## src/rtl/uart_prog_loader.sv

```systemverilog
// UART boot loader: receives little-endian bytes, packs them into DATA_W-bit words,
// writes them to instruction memory and releases the core on END_WORD.
// Optional even parity bit per frame when UART_PROG_PARITY_EN is defined.
module uart_prog_loader #(
    parameter int                DATA_W   = 32,
    parameter int                ADDR_W   = 12,
    parameter logic [DATA_W-1:0] END_WORD = DATA_W'(32'h0000_0FFF)
) (
    input  logic              clk_i,
    input  logic              rst_ni,
    input  logic              rx_i,
    input  logic [15:0]       clks_per_bit_i,
    output logic              we_o,
    output logic [ADDR_W-1:0] addr_o,
    output logic [DATA_W-1:0] wdata_o,
    output logic              done_o,
    output logic              core_rst_no,
    output logic              frame_err_o,
    output logic              ovf_o
);

    localparam int BYTES = DATA_W / 8;
    localparam int CNT_W = (BYTES > 1) ? $clog2(BYTES) : 1;
    localparam logic [CNT_W-1:0] LAST_BYTE = CNT_W'(BYTES - 1);

    typedef enum logic [2:0] {
        S_IDLE,
        S_START,
        S_DATA,
`ifdef UART_PROG_PARITY_EN
        S_PARITY,
`endif
        S_STOP
    } rx_state_t;

    rx_state_t   state_q, state_d;
    logic        rx_meta, rx_sync, rx_prev;
    logic [15:0] cnt_q, cnt_d;
    logic [15:0] div_q, div_d;
    logic [2:0]  bit_q, bit_d;
    logic [7:0]  shift_q, shift_d;
    logic        stop_wait_q, stop_wait_d;
    logic        frame_err_d;
    logic        byte_valid;
    logic        par_good;
    logic [15:0] half_m1, full_m1;

    logic [CNT_W-1:0]  byte_cnt;
    logic [DATA_W-1:0] word_buf, word_full;
    logic              exhausted;

    assign half_m1     = (div_q >> 1) - 16'd1;
    assign full_m1     = div_q - 16'd1;
    assign core_rst_no = done_o;

`ifdef UART_PROG_PARITY_EN
    logic par_ok_q, par_ok_d;
    assign par_good = par_ok_q;
`else
    assign par_good = 1'b1;
`endif

    // Synchroniser plus one extra flop for falling-edge detection; idles high.
    always_ff @(posedge clk_i or negedge rst_ni) begin
        if (!rst_ni) begin
            rx_meta <= 1'b1;
            rx_sync <= 1'b1;
            rx_prev <= 1'b1;
        end else begin
            rx_meta <= rx_i;
            rx_sync <= rx_meta;
            rx_prev <= rx_sync;
        end
    end

    always_ff @(posedge clk_i or negedge rst_ni) begin
        if (!rst_ni) begin
            state_q     <= S_IDLE;
            cnt_q       <= '0;
            div_q       <= '0;
            bit_q       <= '0;
            shift_q     <= '0;
            stop_wait_q <= 1'b0;
            frame_err_o <= 1'b0;
`ifdef UART_PROG_PARITY_EN
            par_ok_q    <= 1'b1;
`endif
        end else begin
            state_q     <= state_d;
            cnt_q       <= cnt_d;
            div_q       <= div_d;
            bit_q       <= bit_d;
            shift_q     <= shift_d;
            stop_wait_q <= stop_wait_d;
            frame_err_o <= frame_err_d;
`ifdef UART_PROG_PARITY_EN
            par_ok_q    <= par_ok_d;
`endif
        end
    end

    // Samples land when the per-state counter reaches its target, i.e. mid-bit.
    always_comb begin
        state_d     = state_q;
        cnt_d       = cnt_q + 16'd1;
        div_d       = div_q;
        bit_d       = bit_q;
        shift_d     = shift_q;
        stop_wait_d = stop_wait_q;
        frame_err_d = frame_err_o;
        byte_valid  = 1'b0;
`ifdef UART_PROG_PARITY_EN
        par_ok_d    = par_ok_q;
`endif
        case (state_q)
            S_IDLE: begin
                cnt_d = '0;
                if (!done_o && rx_prev && !rx_sync) begin
                    state_d = S_START;
                    div_d   = clks_per_bit_i;
                end
            end
            S_START: begin
                if (cnt_q == half_m1) begin
                    cnt_d   = '0;
                    bit_d   = '0;
                    state_d = rx_sync ? S_IDLE : S_DATA;
                end
            end
            S_DATA: begin
                if (cnt_q == full_m1) begin
                    cnt_d   = '0;
                    shift_d = {rx_sync, shift_q[7:1]};
                    bit_d   = bit_q + 3'd1;
                    if (bit_q == 3'd7) begin
`ifdef UART_PROG_PARITY_EN
                        state_d = S_PARITY;
`else
                        state_d = S_STOP;
`endif
                    end
                end
            end
`ifdef UART_PROG_PARITY_EN
            S_PARITY: begin
                if (cnt_q == full_m1) begin
                    cnt_d    = '0;
                    par_ok_d = ((^shift_q) == rx_sync);
                    state_d  = S_STOP;
                end
            end
`endif
            S_STOP: begin
                if (stop_wait_q) begin
                    cnt_d = '0;
                    if (rx_sync) begin
                        stop_wait_d = 1'b0;
                        state_d     = S_IDLE;
                    end
                end else if (cnt_q == full_m1) begin
                    cnt_d = '0;
                    if (rx_sync) begin
                        state_d = S_IDLE;
                        if (par_good) begin
                            byte_valid = 1'b1;
                        end else begin
                            frame_err_d = 1'b1;
                        end
                    end else begin
                        frame_err_d = 1'b1;
                        stop_wait_d = 1'b1;
                    end
                end
            end
            default: state_d = S_IDLE;
        endcase
    end

    always_comb begin
        word_full = word_buf;
        for (int k = 0; k < BYTES; k++) begin
            if (byte_cnt == CNT_W'(k)) begin
                word_full[8*k +: 8] = shift_q;
            end
        end
    end

    // Address advances the cycle after a write and sticks at the top once used.
    always_ff @(posedge clk_i or negedge rst_ni) begin
        if (!rst_ni) begin
            we_o      <= 1'b0;
            addr_o    <= '0;
            wdata_o   <= '0;
            done_o    <= 1'b0;
            ovf_o     <= 1'b0;
            byte_cnt  <= '0;
            word_buf  <= '0;
            exhausted <= 1'b0;
        end else begin
            we_o <= 1'b0;
            if (we_o) begin
                if (addr_o == '1) begin
                    exhausted <= 1'b1;
                end else begin
                    addr_o <= addr_o + 1'b1;
                end
            end
            if (byte_valid && !done_o) begin
                if (byte_cnt == LAST_BYTE) begin
                    byte_cnt <= '0;
                    if (word_full == END_WORD) begin
                        done_o <= 1'b1;
                    end else if (exhausted) begin
                        ovf_o <= 1'b1;
                    end else begin
                        we_o    <= 1'b1;
                        wdata_o <= word_full;
                    end
                end else begin
                    word_buf <= word_full;
                    byte_cnt <= byte_cnt + 1'b1;
                end
            end
        end
    end

endmodule

```

## config.mk

```make
export PLATFORM = sky130hd
export DESIGN_NAME = uart_prog_loader
export DESIGN_NICKNAME = d
export VERILOG_FILES = /design/src/rtl/uart_prog_loader.sv
export SDC_FILE = /design/constraint.sdc
export NUM_CORES = 1
export LEC_CHECK = 0
export BUFFER_PORTS_ARGS = -buffer_cell sky130_fd_sc_hd__buf_2
export CORE_MARGIN = 3
export CORE_UTILIZATION = 55
export DETAILED_ROUTE_END_ITERATION = 7
export PLACE_DENSITY = 0.75
export SLEW_MARGIN = 20
export SYNTH_ARGS = -nofsm -noshare
export SYNTH_HDL_FRONTEND = slang
export SYNTH_SLANG_ARGS = --single-unit
export TNS_END_PERCENT = 5
```

## constraint.sdc

```tcl
create_clock -name clk_i -period 4.1 [get_ports clk_i]
set_input_delay 0.205 -clock clk_i [delete_from_list [all_inputs] [get_ports clk_i]]
set_output_delay 0.205 -clock clk_i [all_outputs]
set_load 0.1 [all_outputs]
```

Yosys cells after proc, flatten, opt, wreduce, memory -nomap -nowiden
Index checks and enable logic that the tools add are counted.

Register bits after elaboration: 133. Input port bits: 19. Logic and storage cells: 97.

$add $sub $neg: 6. Equal/unequal tests: 16. Mux-type cells: 32. Bitwise operators: 6. Reductions and logical operators: 19.

Operator list (number): case mux 16 bit (4 select lines) (1); 2-to-1 mux 16 bit (3); == test 16 bit (2); == test 32 x 12 -> 1 bit (second input constant) (1); 2-to-1 mux 8 bit (4); 2-to-1 mux 3 bit (9); adder 16 x 1 -> 16 bit (second input constant) (1); subtractor 15 x 1 -> 16 bit (second input constant) (1); subtractor 16 x 1 -> 16 bit (second input constant) (1); adder 12 x 1 -> 12 bit (second input constant) (1); == test 12 bit (second input constant) (1); case mux 3 bit (4 select lines) (1); AND reduction 4 bit (3); 2-to-1 mux 1 bit (11); AND reduction 2 bit (5); != test 2 bit (second input constant) (4); == test 3 x 2 -> 1 bit (second input constant) (2); inverter 1 bit (6); case mux 3 bit (2 select lines) (1); AND reduction 3 bit (2); AND reduction 5 bit (1); == test 2 bit (second input constant) (2); 2-to-1 mux 2 bit (2); adder 3 x 1 -> 3 bit (second input constant) (1); other kinds (10) (13).

Depth between registers and ports, before layout
Gate-level depths: netlist of the first run.

Word-level depth: 7. Mapped depth: 12. Gate-level depth less buffers: 9.

Least setup slack after synthesis of the first run
Ideal clock, no wire load.

Path kind: reg-to-reg. Start point: reg div_q[2]. End point: reg wdata_o[10]. Data arrival time: 3.248 ns. Required time: 3.975 ns. Slack: 0.726 ns. Cell stages (with the launch flop): 12. Path buffers: 2. Period minus slack after synthesis: 3.374 ns. Cell sequence: dfrtp_1 -> inv_1 -> ha_1 -> nor4b_1 -> xnor2_1 -> o2111ai_2 -> nor4b_4 -> o2111ai_4 -> or4_4 -> buf_6 -> buf_12 -> mux2_4.

Word-level cells in the longest chain between the ends: 7.

Ends and longest elaborated chain: from (decl) (RTL line 39) `logic [15:0] div_q, div_d;`; from (signal assigned) (RTL line 91) `div_q <= div_d;`; subtractor 16 x 1 -> 16 bit (RTL line 53) `assign full_m1 = div_q - 16'd1;`; == test 16 bit (RTL line 160) `end else if (cnt_q == full_m1) begin`; 2-to-1 mux 1 bit (RTL line 160); 2-to-1 mux 1 bit (RTL line 154) `if (stop_wait_q) begin`; 2-to-1 mux 1 bit (RTL line 115) `case (state_q)`; logical AND 1 bit (RTL line 208) `if (byte_valid && !done_o) begin`; AND reduction 4 bit (no line); to (signal assigned) (RTL line 217) `wdata_o <= word_full;`; to (decl) (RTL line 15) `output logic [DATA_W-1:0] wdata_o,`.

No other way between the ends. A chain may end at the register's enable or synchronous reset.

Final worst setup path of the first run
Start point: reg div_q[2]. End point: reg wdata_o[20].

The elaborated chain is that of the path after synthesis.

==> flow_summary.ini, run 1 <==
[synth]
synthArstFlopShare = 1.00
synth_top_family_by_area = multiplexers
netlist_instances = 687
ys.warnings.count = 0
seq_area_frac_synth = 0.431
synth_cell_type_count = 85
netlist_area_mm2 = 0.00767
synth_flop_cell = dfrtp_1
synth-edff-count = 0
synth_compound_area_frac = 0.0796
synthMuxAreaShare = 0.174
ys_ff_latch = 132
synthAdderAreaFrac = 0.0163
synth-xor-area-share = 0.0685
synthTopCellsByArea = dfrtp_1 (42%), mux2_2 (11%), mux2_4 (5.5%)
synth_simple_gate_area_frac = 0.171
synth_nets = 716
yosysTopAreaCell = dfrtp_1
synth_top_area_share = 0.421
avgSynthCellArea_um2 = 11.2

[detailed_routing]
viasPerCell = 6.10
drtPass1Iterations = 7
avgRoutedWirePerCell_um = 19.2
ant_nets = 0
routed_wirelength_um = 17600
drc_errors = 0
num_vias = 5608
drt_iter0_drc = 517

[final_layout]
layout_common_cells = dfrtp_1 (129), mux2_2 (77), buf_2 (66)
n_antenna_cell = 0
fin_cells = 919
nNetsFinal = 760
drive_above_1_share = 0.330
num-fill-cells = 1064
areaGrowthSynthToFinish_pct = 11.2
final_common_cell = dfrtp_1

[clocking]
clkLatencyLatePin_ns = 0.42
clockBufferDepth = 2
path_clk_slew_ns = 0.06
cts_made_buffers = 17
cts-root-buf = clkbuf_16
cts_tree = built
clock_sinks = 132
cts_setup_buffers = 0
cts-htree-levels = 4

[place]
hpwl_um = 12300
gp_congestion = 0.923
place_inst = 886
port_buffers = 67

[worst_setup_path]
cpPeakStageDelay_ns = 0.86
cp_max_fo = 32
crit_family = simple AND/OR/NAND/NOR gates
critical_path.startpoint_type = flip-flop
cp_cell_sequence = inv_1, ha_1, nor3b_2, nand4_1, nor3_2, o2111ai_4, or4_4, mux2_4
cp_slowest_cell = or4_4
cp_data_required_time_ns = 4.40
cp-end-kind = flip-flop
critPathBufInv = 1
crit_arrival_ns = 4.15
setup.worst_path.class = flip-flop to flip-flop

[timing]
slew_headroom = 0.340
setup_viol = 0
post-route-min-period_ns = 3.85
maxSlewViolCount = 0
hold_ws_ns = 0.0148
setup_tns_ns = 0
rsz0062_at_grt = false
skew_ns = 0.0108
finalCritPeriodShare = 0.939
hold_violations = 0
worst_slew_pin_slew_ns = 0.981
max_freq_mhz = 260

[global_routing]
grt_start_max_net_pins = 83
grt_pass1_wl_um = 28900
track_usage = 0.241
grt_overflow = 0
antenna_found_initial = 0
grt_pass1_vias = 5727

[power_and_ir_drop]
vdd_drop_max_mv = 0.340
intPower_mw = 2.82
cellLeakagePower_nw = 4.12
seqPwrFrac = 0.395
power_density_mw_per_mm2 = 508
switching_share = 0.350
finalPower_mw = 4.33
clkPwrFrac = 0.345
combPwrFrac = 0.260
power.switching_mw = 1.52

[floorplanning]
dieWidth_um = 124
die_h_um = 124
start_util = 0.570
rows = 42
io_pins = 68
dieArea_mm2 = 0.0154
core_area_mm2 = 0.0135

[outcome]
status = finished clean

[min_path]
hold_path_class = primary input to flip-flop

[job]
max-cap-violations = 0
==> synth_stat cells, types with 4 or more instances <==
library cell     number
a21oi_1               8
mux2_2               77
and3_1                7
a211oi_1              4
xnor2_1              36
or3_1                 4
nand3b_1              4
xor2_1               24
nand4_1              22
ha_1                 10
o31ai_1               5
nand3_1              37
clkbuf_8              6
buf_2                 4
inv_1                19
o21ai_0              24
nor3_1               16
clkdlybuf4s50_1       4
nand2b_1              6
mux2i_1               5
nor4_1               12
mux2_4               28
nand2_1              44
dfrtp_1             129
clkbuf_1             28
buf_6                 4
nor2_1               28
==> worst register-to-register path: cells and delay by family, from the launching register on <==
| kind | cells | cell delay (ns) |
|---|---|---|
| mux | 1 | 0.43 |
| fa+ha+maj | 1 | 0.27 |
| flops | 1 | 0.44 |
| buf+inv | 1 | 0.10 |
| simple gates | 4 | 2.27 |
| compound gates | 1 | 0.23 |
==> state kept, by name, indices dropped and copies added (netlist names) <==
name,count
core_rst_no,1
stop_wait_q,1
rx_meta,1
div_q,16
addr_o,12
wdata_o,32
byte_cnt,2
rx_sync,1
shift_q,8
word_buf,32
state_q,2
cnt_q,16
ovf_o,1
frame_err_o,1
we_o,1
rx_prev,1
bit_q,3
exhausted,1
==> cell families (layout without fill, tap and decap cells) <==
family / Yosys count / after routing
DFF: 132 / 132
xor gates and xnor gates: 60 / 60
AOI/OAI and AO/OA: 81 / 81
adders and majority gates: 10 / 10
muxes: 110 / 110
and+or+nand+nor: 222 / 222
buffers and inverters: 72 / 128
==> per-stage QoR <==
step | worst slack, ns | utilization | instance area, µm²
2_1_floorplan | 0.726 | - | 7670
3_5_place_dp | 0.275 | 0.588 | 7920
6_report | 0.250 | 0.634 | 8530
5_1_grt | 0.0178 | 0.634 | 8530
4_1_cts | 0.257 | 0.633 | 8520
3_3_place_gp | 0.378 | 0.588 | 7920
==> power by group through the flow <==
stage | clock network, mW | logic [mW] | registers [mW]
floorplan | 0 | 1.06 | 1.51
global placement | 0 | 1.08 | 1.72
detailed placement | 0 | 1.10 | 1.72
CTS | 1.51 | 1.12 | 1.70
global route | 1.58 | 1.23 | 1.74
finish | 1.49 | 1.13 | 1.71
==> final timing paths <==
check	slack, ns	start	cells after the start	to
setup / recovery	0.25	div_q[2]	8	wdata_o[20]
hold / removal	0.01	clks_per_bit_i[13]	3	div_q[13]
setup reg to reg	0.25	div_q[2]	8	wdata_o[20]
hold reg to reg	0.36	rx_meta	0	rx_sync
max in group asynchronous	2.89	rst_ni	3	div_q[9]
min in group asynchronous	0.36	rst_ni	2	addr_o[3]
==> cell type report <==
cell class	count	area [µm²]	area share
Clock buffer	20	457	0.0535
Clock inverter	11	129	0.0151
Inverter	19	71.3	0.00836
Multi-Input combinational cell	483	3920	0.459
Sequential cell	132	3310	0.388
Tap cell	176	220	0.0258
Timing Repair Buffer	78	429	0.0503
==> what timing repair did <==
action                                 in CTS  in global routing
setup endpoints to repair                   0                 30
hold buffers                                2                  0
endpoints found under the hold margin       3                  0
resized for setup                           0                  1
==> per-layer routing <==
layer,vias to the layer above,global-route usage,part of all wire,routed length [µm]
met5,-,0,0,0
met4,0,0.0835,0.017,304
met3,38,0.0572,0.060,1060
met2,212,0.395,0.49,8590
met1,2788,0.316,0.43,7650
li1,2570,-,-,-
Power figures use the tool's default switching activity.
==> run 2: changes to the inputs <==
--- a/config.mk
+++ b/config.mk
@@ -10,6 +10,7 @@
 export CORE_UTILIZATION = 55
 export DETAILED_ROUTE_END_ITERATION = 7
 export PLACE_DENSITY = 0.75
+export SETUP_SLACK_MARGIN = 0.5
 export SLEW_MARGIN = 20
 export SYNTH_ARGS = -nofsm -noshare
 export SYNTH_HDL_FRONTEND = slang
==> run 2 against run 1 <==
Net effect: global-route usage about the same; critical endpoint is now wdata_o[25]; core utilization up 0.56 points; largest cell class unchanged; wire length up 2.2%; via count up 0.71%.
==> flow_summary.ini, run 2 (synthesized netlist as in run 1, its figures left out) <==
[outcome]
status = finished clean

[floorplanning]
core_area_mm2 = 0.0135
rows = 42
dieArea_mm2 = 0.0154
die_h_um = 124
io_pins = 68
dieWidth_um = 124
start_util = 0.570

[final_layout]
n_antenna_cell = 0
final_common_cell = dfrtp_1
areaGrowthSynthToFinish_pct = 12.2
multi_input_area_mm2 = 0.00395
num-fill-cells = 1056
fin_cells = 924
nNetsFinal = 765
layout_common_cells = dfrtp_1 (129), mux2_2 (77), buf_2 (66)
top_regs = wdata_o: 32 flops, word_buf: 32 flops
register_area_mm2 = 0.00331
drive_above_1_share = 0.337
fin_area_mm2 = 0.00861

[power_and_ir_drop]
intPower_mw = 2.83
combPwrFrac = 0.262
power_density_mw_per_mm2 = 506
clkPwrFrac = 0.343
cellLeakagePower_nw = 4.15
seqPwrFrac = 0.395
power.switching_mw = 1.53
vdd_drop_max_mv = 0.339
switching_share = 0.351

[place]
gp_congestion = 0.923
place_area_mm2 = 0.00792
hpwl_um = 12300
port_buffers = 67
place_inst = 886

[timing]
worst_slew_pin_slew_ns = 0.979
post-route-min-period_ns = 3.45
skew_ns = 0.0103
rsz0062_at_grt = false
hold_violations = 0
finalCritPeriodShare = 0.842
setup_tns_ns = 0
maxSlewViolCount = 0
setup_viol = 0
max_freq_mhz = 290
slew_headroom = 0.341

[worst_setup_path]
setup.worst_path.class = flip-flop to flip-flop
r2r_slack_ns = 0.65
cp_max_fo = 16
r2r-end = wdata_o[25]
critical_path.startpoint_type = flip-flop
cp_data_required_time_ns = 4.40
cp-end-kind = flip-flop
reg2reg_depth = 10
r2r_start = div_q[2]
crit_arrival_ns = 3.75

[clocking]
cts-htree-levels = 4
clkLatencyLatePin_ns = 0.42
clock_sinks = 132
cts_tree = built
cts_made_buffers = 17
clockBufferDepth = 2
cts-root-buf = clkbuf_16
path_clk_slew_ns = 0.06

[min_path]
hp-start = clks_per_bit_i[13]
min_path_cells = 3
hold_path_class = primary input to flip-flop
min_to = div_q[13]

[global_routing]
grt_pass1_vias = 5744
grt_start_max_net_pins = 83
track_usage = 0.242
antenna_found_initial = 0
grt_pass1_wl_um = 28900
grt_overflow = 0

[detailed_routing]
viasPerCell = 6.11
drt_iter0_drc = 535
drc_errors = 0
num_vias = 5648
avgRoutedWirePerCell_um = 19.5
drtPass1Iterations = 6
ant_nets = 0
routed_wirelength_um = 18000

[job]
max-cap-violations = 0
==> run 2: worst max-delay path by stage <==
stage,start,endpoint,cells after the start
finish,div_q[2],wdata_o[25],10
global route,div_q[2],wdata_o[25],10
floorplan,div_q[2],wdata_o[10],11
detailed placement,div_q[2],wdata_o[3],9
global placement,div_q[2],wdata_o[10],9
CTS,div_q[2],wdata_o[25],9
==> run 2: layout make-up <==
type,instances,share of cell area
Timing Repair Buffer,82,0.0548
Clock buffer,20,0.0531
Sequential cell,132,0.384
Multi-Input combinational cell,484,0.459
Clock inverter,11,0.0150
Inverter,19,0.00829
Tap cell,176,0.0256
==> run 2: through the flow <==
stage               total power, mW  utilization  worst slack (ns)  hold slack (ns)
floorplan                      2.57            -             0.726          -0.0906
global placement               2.80        0.588             0.378            0.312
detailed placement             2.83        0.588             0.275            0.313
CTS                            4.34        0.634             0.491          0.00437
global route                   4.57        0.640             0.486          0.00819
finish                         4.36        0.640             0.646           0.0129
==> run 2: per-layer routing <==
layer | vias up | share of wire | global-route usage
li1 | 2581 | - | -
met1 | 2811 | 0.43 | 0.315
met2 | 216 | 0.48 | 0.395
met3 | 40 | 0.065 | 0.0581
met4 | 0 | 0.020 | 0.0856
met5 | - | 0 | 0
==> run 2: worst max-delay path, cell delays in order, from the launching register on <==
cell       delay, ns
dfrtp_1         0.44
inv_1           0.10
ha_2            0.24
or4b_4          0.52
nor3_4          0.23
o2111ai_2       0.15
nor4b_4         0.31
o2111ai_4       0.25
or4_4           0.58
buf_12          0.19
mux2_4          0.31
==> run 2: what timing repair did <==
action	in CTS	in global routing
hold buffers	2	0
hold endpoints to repair	3	0
setup buffers	0	4
endpoints found under the setup margin	32	51
gates cloned	0	1
resized for setup	2	4
pin swaps	1	3
==> run 2: power by group through the flow <==
stage / logic (mW) / clock network [mW] / registers (mW)
3_3_place_gp: 1.08 / 0 / 1.72
6_report: 1.14 / 1.50 / 1.72
2_1_floorplan: 1.06 / 0 / 1.51
3_5_place_dp: 1.10 / 0 / 1.72
4_1_cts: 1.12 / 1.51 / 1.71
5_1_grt: 1.25 / 1.58 / 1.75
==> run 3: changes to the inputs <==
--- a/config.mk
+++ b/config.mk
@@ -5,6 +5,7 @@
 export SDC_FILE = /design/constraint.sdc
 export NUM_CORES = 1
 export LEC_CHECK = 0
+export ABC_AREA = 1
 export BUFFER_PORTS_ARGS = -buffer_cell sky130_fd_sc_hd__buf_2
 export CORE_MARGIN = 3
 export CORE_UTILIZATION = 55
==> constraint.sdc (replaced) <==
create_clock -name clk_i -period 3.3 [get_ports clk_i]
set_input_delay 0.165 -clock clk_i [delete_from_list [all_inputs] [get_ports clk_i]]
set_output_delay 0.165 -clock clk_i [all_outputs]
set_load 0.1 [all_outputs]
==> run 3 against run 2 <==
Net effect: clock skew shrank 0.0021 ns; core utilization increased by 1.9 points; power is 12% higher; sequential cell count unchanged; area after synthesis fell by 6.5%; cell count up 26%; synthesized cell count rose by 34%.
==> flow_summary.ini, run 3 <==
[outcome]
status = finished clean

[worst_setup_path]
r2r_start = div_q[1]
reg2reg_depth = 14
cpPeakStageDelay_ns = 0.37
path_common_cell = nand2_1
cp_cell_sequence = inv_1, ha_2, nand2_1, nor2_1, nand2_1, nand2_1, nand2_1, nor2_1, nand3_1, nor2_2, nor2_1, a21oi_4, buf_4, a21oi_1
cp_max_fo = 14
critical_path.startpoint_type = flip-flop
cp-end-kind = flip-flop
cp_data_required_time_ns = 3.60
r2r-end = cnt_q[12]
crit_arrival_ns = 3.02
setup.worst_path.class = flip-flop to flip-flop
r2r_slack_ns = 0.58
cp_slowest_cell = dfrtp_1

[synth]
synthMuxAreaShare = 0.00471
synth_top_family_by_area = simple AND/OR/NAND/NOR gates
synthAdderAreaFrac = 0.0175
synth_simple_gate_area_frac = 0.307
synth_cell_type_count = 38
synth_nets = 949
ys_ff_latch = 132
synth-edff-count = 0
netlist_area_mm2 = 0.00717
synth_compound_area_frac = 0.0721
synth_top_area_share = 0.450
synthTopCellsByCount = nand2_1 (275), dfrtp_1 (129), inv_1 (85)
yosysTopAreaCell = dfrtp_1
synth-xor-area-share = 0.0550
netlist_instances = 920
synthTopCellsByArea = dfrtp_1 (45%), nand2_1 (14%), inv_1 (4.5%)
yosysMostFrequentCell = nand2_1
avgSynthCellArea_um2 = 7.79
seq_area_frac_synth = 0.461
synthArstFlopShare = 1.00
ys.warnings.count = 0
synth_flop_cell = dfrtp_1

[detailed_routing]
num_vias = 6287
avgRoutedWirePerCell_um = 14.9
drt_iter0_drc = 587
drtPass1Iterations = 5
ant_nets = 0
viasPerCell = 5.38
drc_errors = 0
routed_wirelength_um = 17400

[timing]
skew_ns = 0.00820
hold_violations = 0
worst_slew_pin_slew_ns = 1.07
slew_headroom = 0.284
finalCritPeriodShare = 0.823
setup_viol = 0
max_freq_mhz = 368
hold_ws_ns = 0.00946
post-route-min-period_ns = 2.72
setup_tns_ns = 0
rsz0062_at_grt = true
maxSlewViolCount = 0

[job]
max-cap-violations = 0

[min_path]
hp-start = clks_per_bit_i[1]
min_to = div_q[1]
min_path_cells = 3
hold_path_class = primary input to flip-flop

[clocking]
cts_made_buffers = 17
path_clk_slew_ns = 0.06
cts-root-buf = clkbuf_16
cts_tree = built
clkLatencyLatePin_ns = 0.42
clock_sinks = 132
clockBufferDepth = 2
cts-htree-levels = 4

[final_layout]
num-fill-cells = 1061
nNetsFinal = 1012
n_antenna_cell = 0
areaGrowthSynthToFinish_pct = 16.4
top_regs = wdata_o: 32 flops, word_buf: 32 flops
final_common_cell = nand2_1
register_area_mm2 = 0.00331
drive_above_1_share = 0.150
multi_input_area_mm2 = 0.00333
layout_common_cells = nand2_1 (275), dfrtp_1 (129), inv_1 (84)

[place]
gp_congestion = 0.926
port_buffers = 67
hpwl_um = 12100

[floorplanning]
core_area_mm2 = 0.0127
dieArea_mm2 = 0.0144
start_util = 0.566
io_pins = 68
die_h_um = 120
rows = 41
dieWidth_um = 120

[power_and_ir_drop]
power_density_mw_per_mm2 = 585
vdd_drop_max_mv = 0.421
cellLeakagePower_nw = 4.32
finalPower_mw = 4.88

[global_routing]
track_usage = 0.250
grt_pass1_wl_um = 28700
grt_start_max_net_pins = 93
grt_overflow = 0
antenna_found_initial = 0
grt_pass1_vias = 5882
## run 3: per-layer routing
| layer | wire, µm | GRT usage | up-vias |
|---|---|---|---|
| met2 | 7830 | 0.378 | 217 |
| met5 | 0 | 0 | - |
| met3 | 1290 | 0.0636 | 31 |
| li1 | - | - | 3084 |
| met4 | 337 | 0.0866 | 0 |
| met1 | 7980 | 0.353 | 2955 |
## run 3: per-stage QoR
step,utilization,instance area [µm²],std cells,setup WS (ns)
6_report,0.659,8350,1168,0.583
5_1_grt,0.659,8350,1168,0.403
4_1_cts,0.653,8280,1167,0.487
3_5_place_dp,0.596,7550,1121,0.352
3_3_place_gp,0.596,7550,1121,0.393
2_1_floorplan,-,7170,920,0.656
## run 3: what timing repair did
action | 4_1_cts | 5_1_grt
pin swaps | 0 | 0
hold buffers | 14 | 0
endpoints found under the setup margin | 26 | 89
hold endpoints to repair | 103 | 0
setup buffers | 0 | 0
gates cloned | 0 | 1
gates resized for setup | 1 | 16
## run 3: cell type report
class	count	area share
clock inverter	12	0.0159
tap	172	0.0258
clock buffer	20	0.0535
multi-input combinational	650	0.399
sequential	132	0.396
timing repair buffer	92	0.0685
inverter	90	0.0408
## run 3: power by group
part	total [mW]	internal, mW	switching [mW]
clock network	1.84	1.13	0.708
logic	1.08	0.416	0.669
registers	1.96	1.74	0.217
## run 3: cells by family (layout without fill, tap and decap cells)
| family | count (synthesis) | in the layout |
|---|---|---|
| mux | 3 | 3 |
| compound gates | 98 | 98 |
| simple gates | 493 | 494 |
| flops | 132 | 132 |
| fa+ha+maj | 10 | 10 |
| xor+xnor | 45 | 45 |
| buf+inv | 139 | 214 |
## run 3: how the worst max path moves through the flow
stage                start            to  slack [ns]  depth (start not counted)
2_1_floorplan    addr_o[0]     addr_o[9]        0.66                         12
3_3_place_gp      div_q[1]  word_buf[21]        0.39                         17
3_5_place_dp      div_q[1]  word_buf[22]        0.35                         17
4_1_cts           div_q[1]   wdata_o[16]        0.49                         17
5_1_grt        byte_cnt[0]    wdata_o[5]        0.40                          9
6_report          div_q[1]     cnt_q[12]        0.58                         14
## run 3: critical path, delay by kind of cell (launching register included)
kind | cells | cell delay (ns)
flip-flops | 1 | 0.37
adder cells (fa/ha/maj) | 1 | 0.25
buffers and inverters | 2 | 0.38
AND/OR/NAND/NOR | 9 | 1.29
AO/OA/AOI/OAI | 2 | 0.27
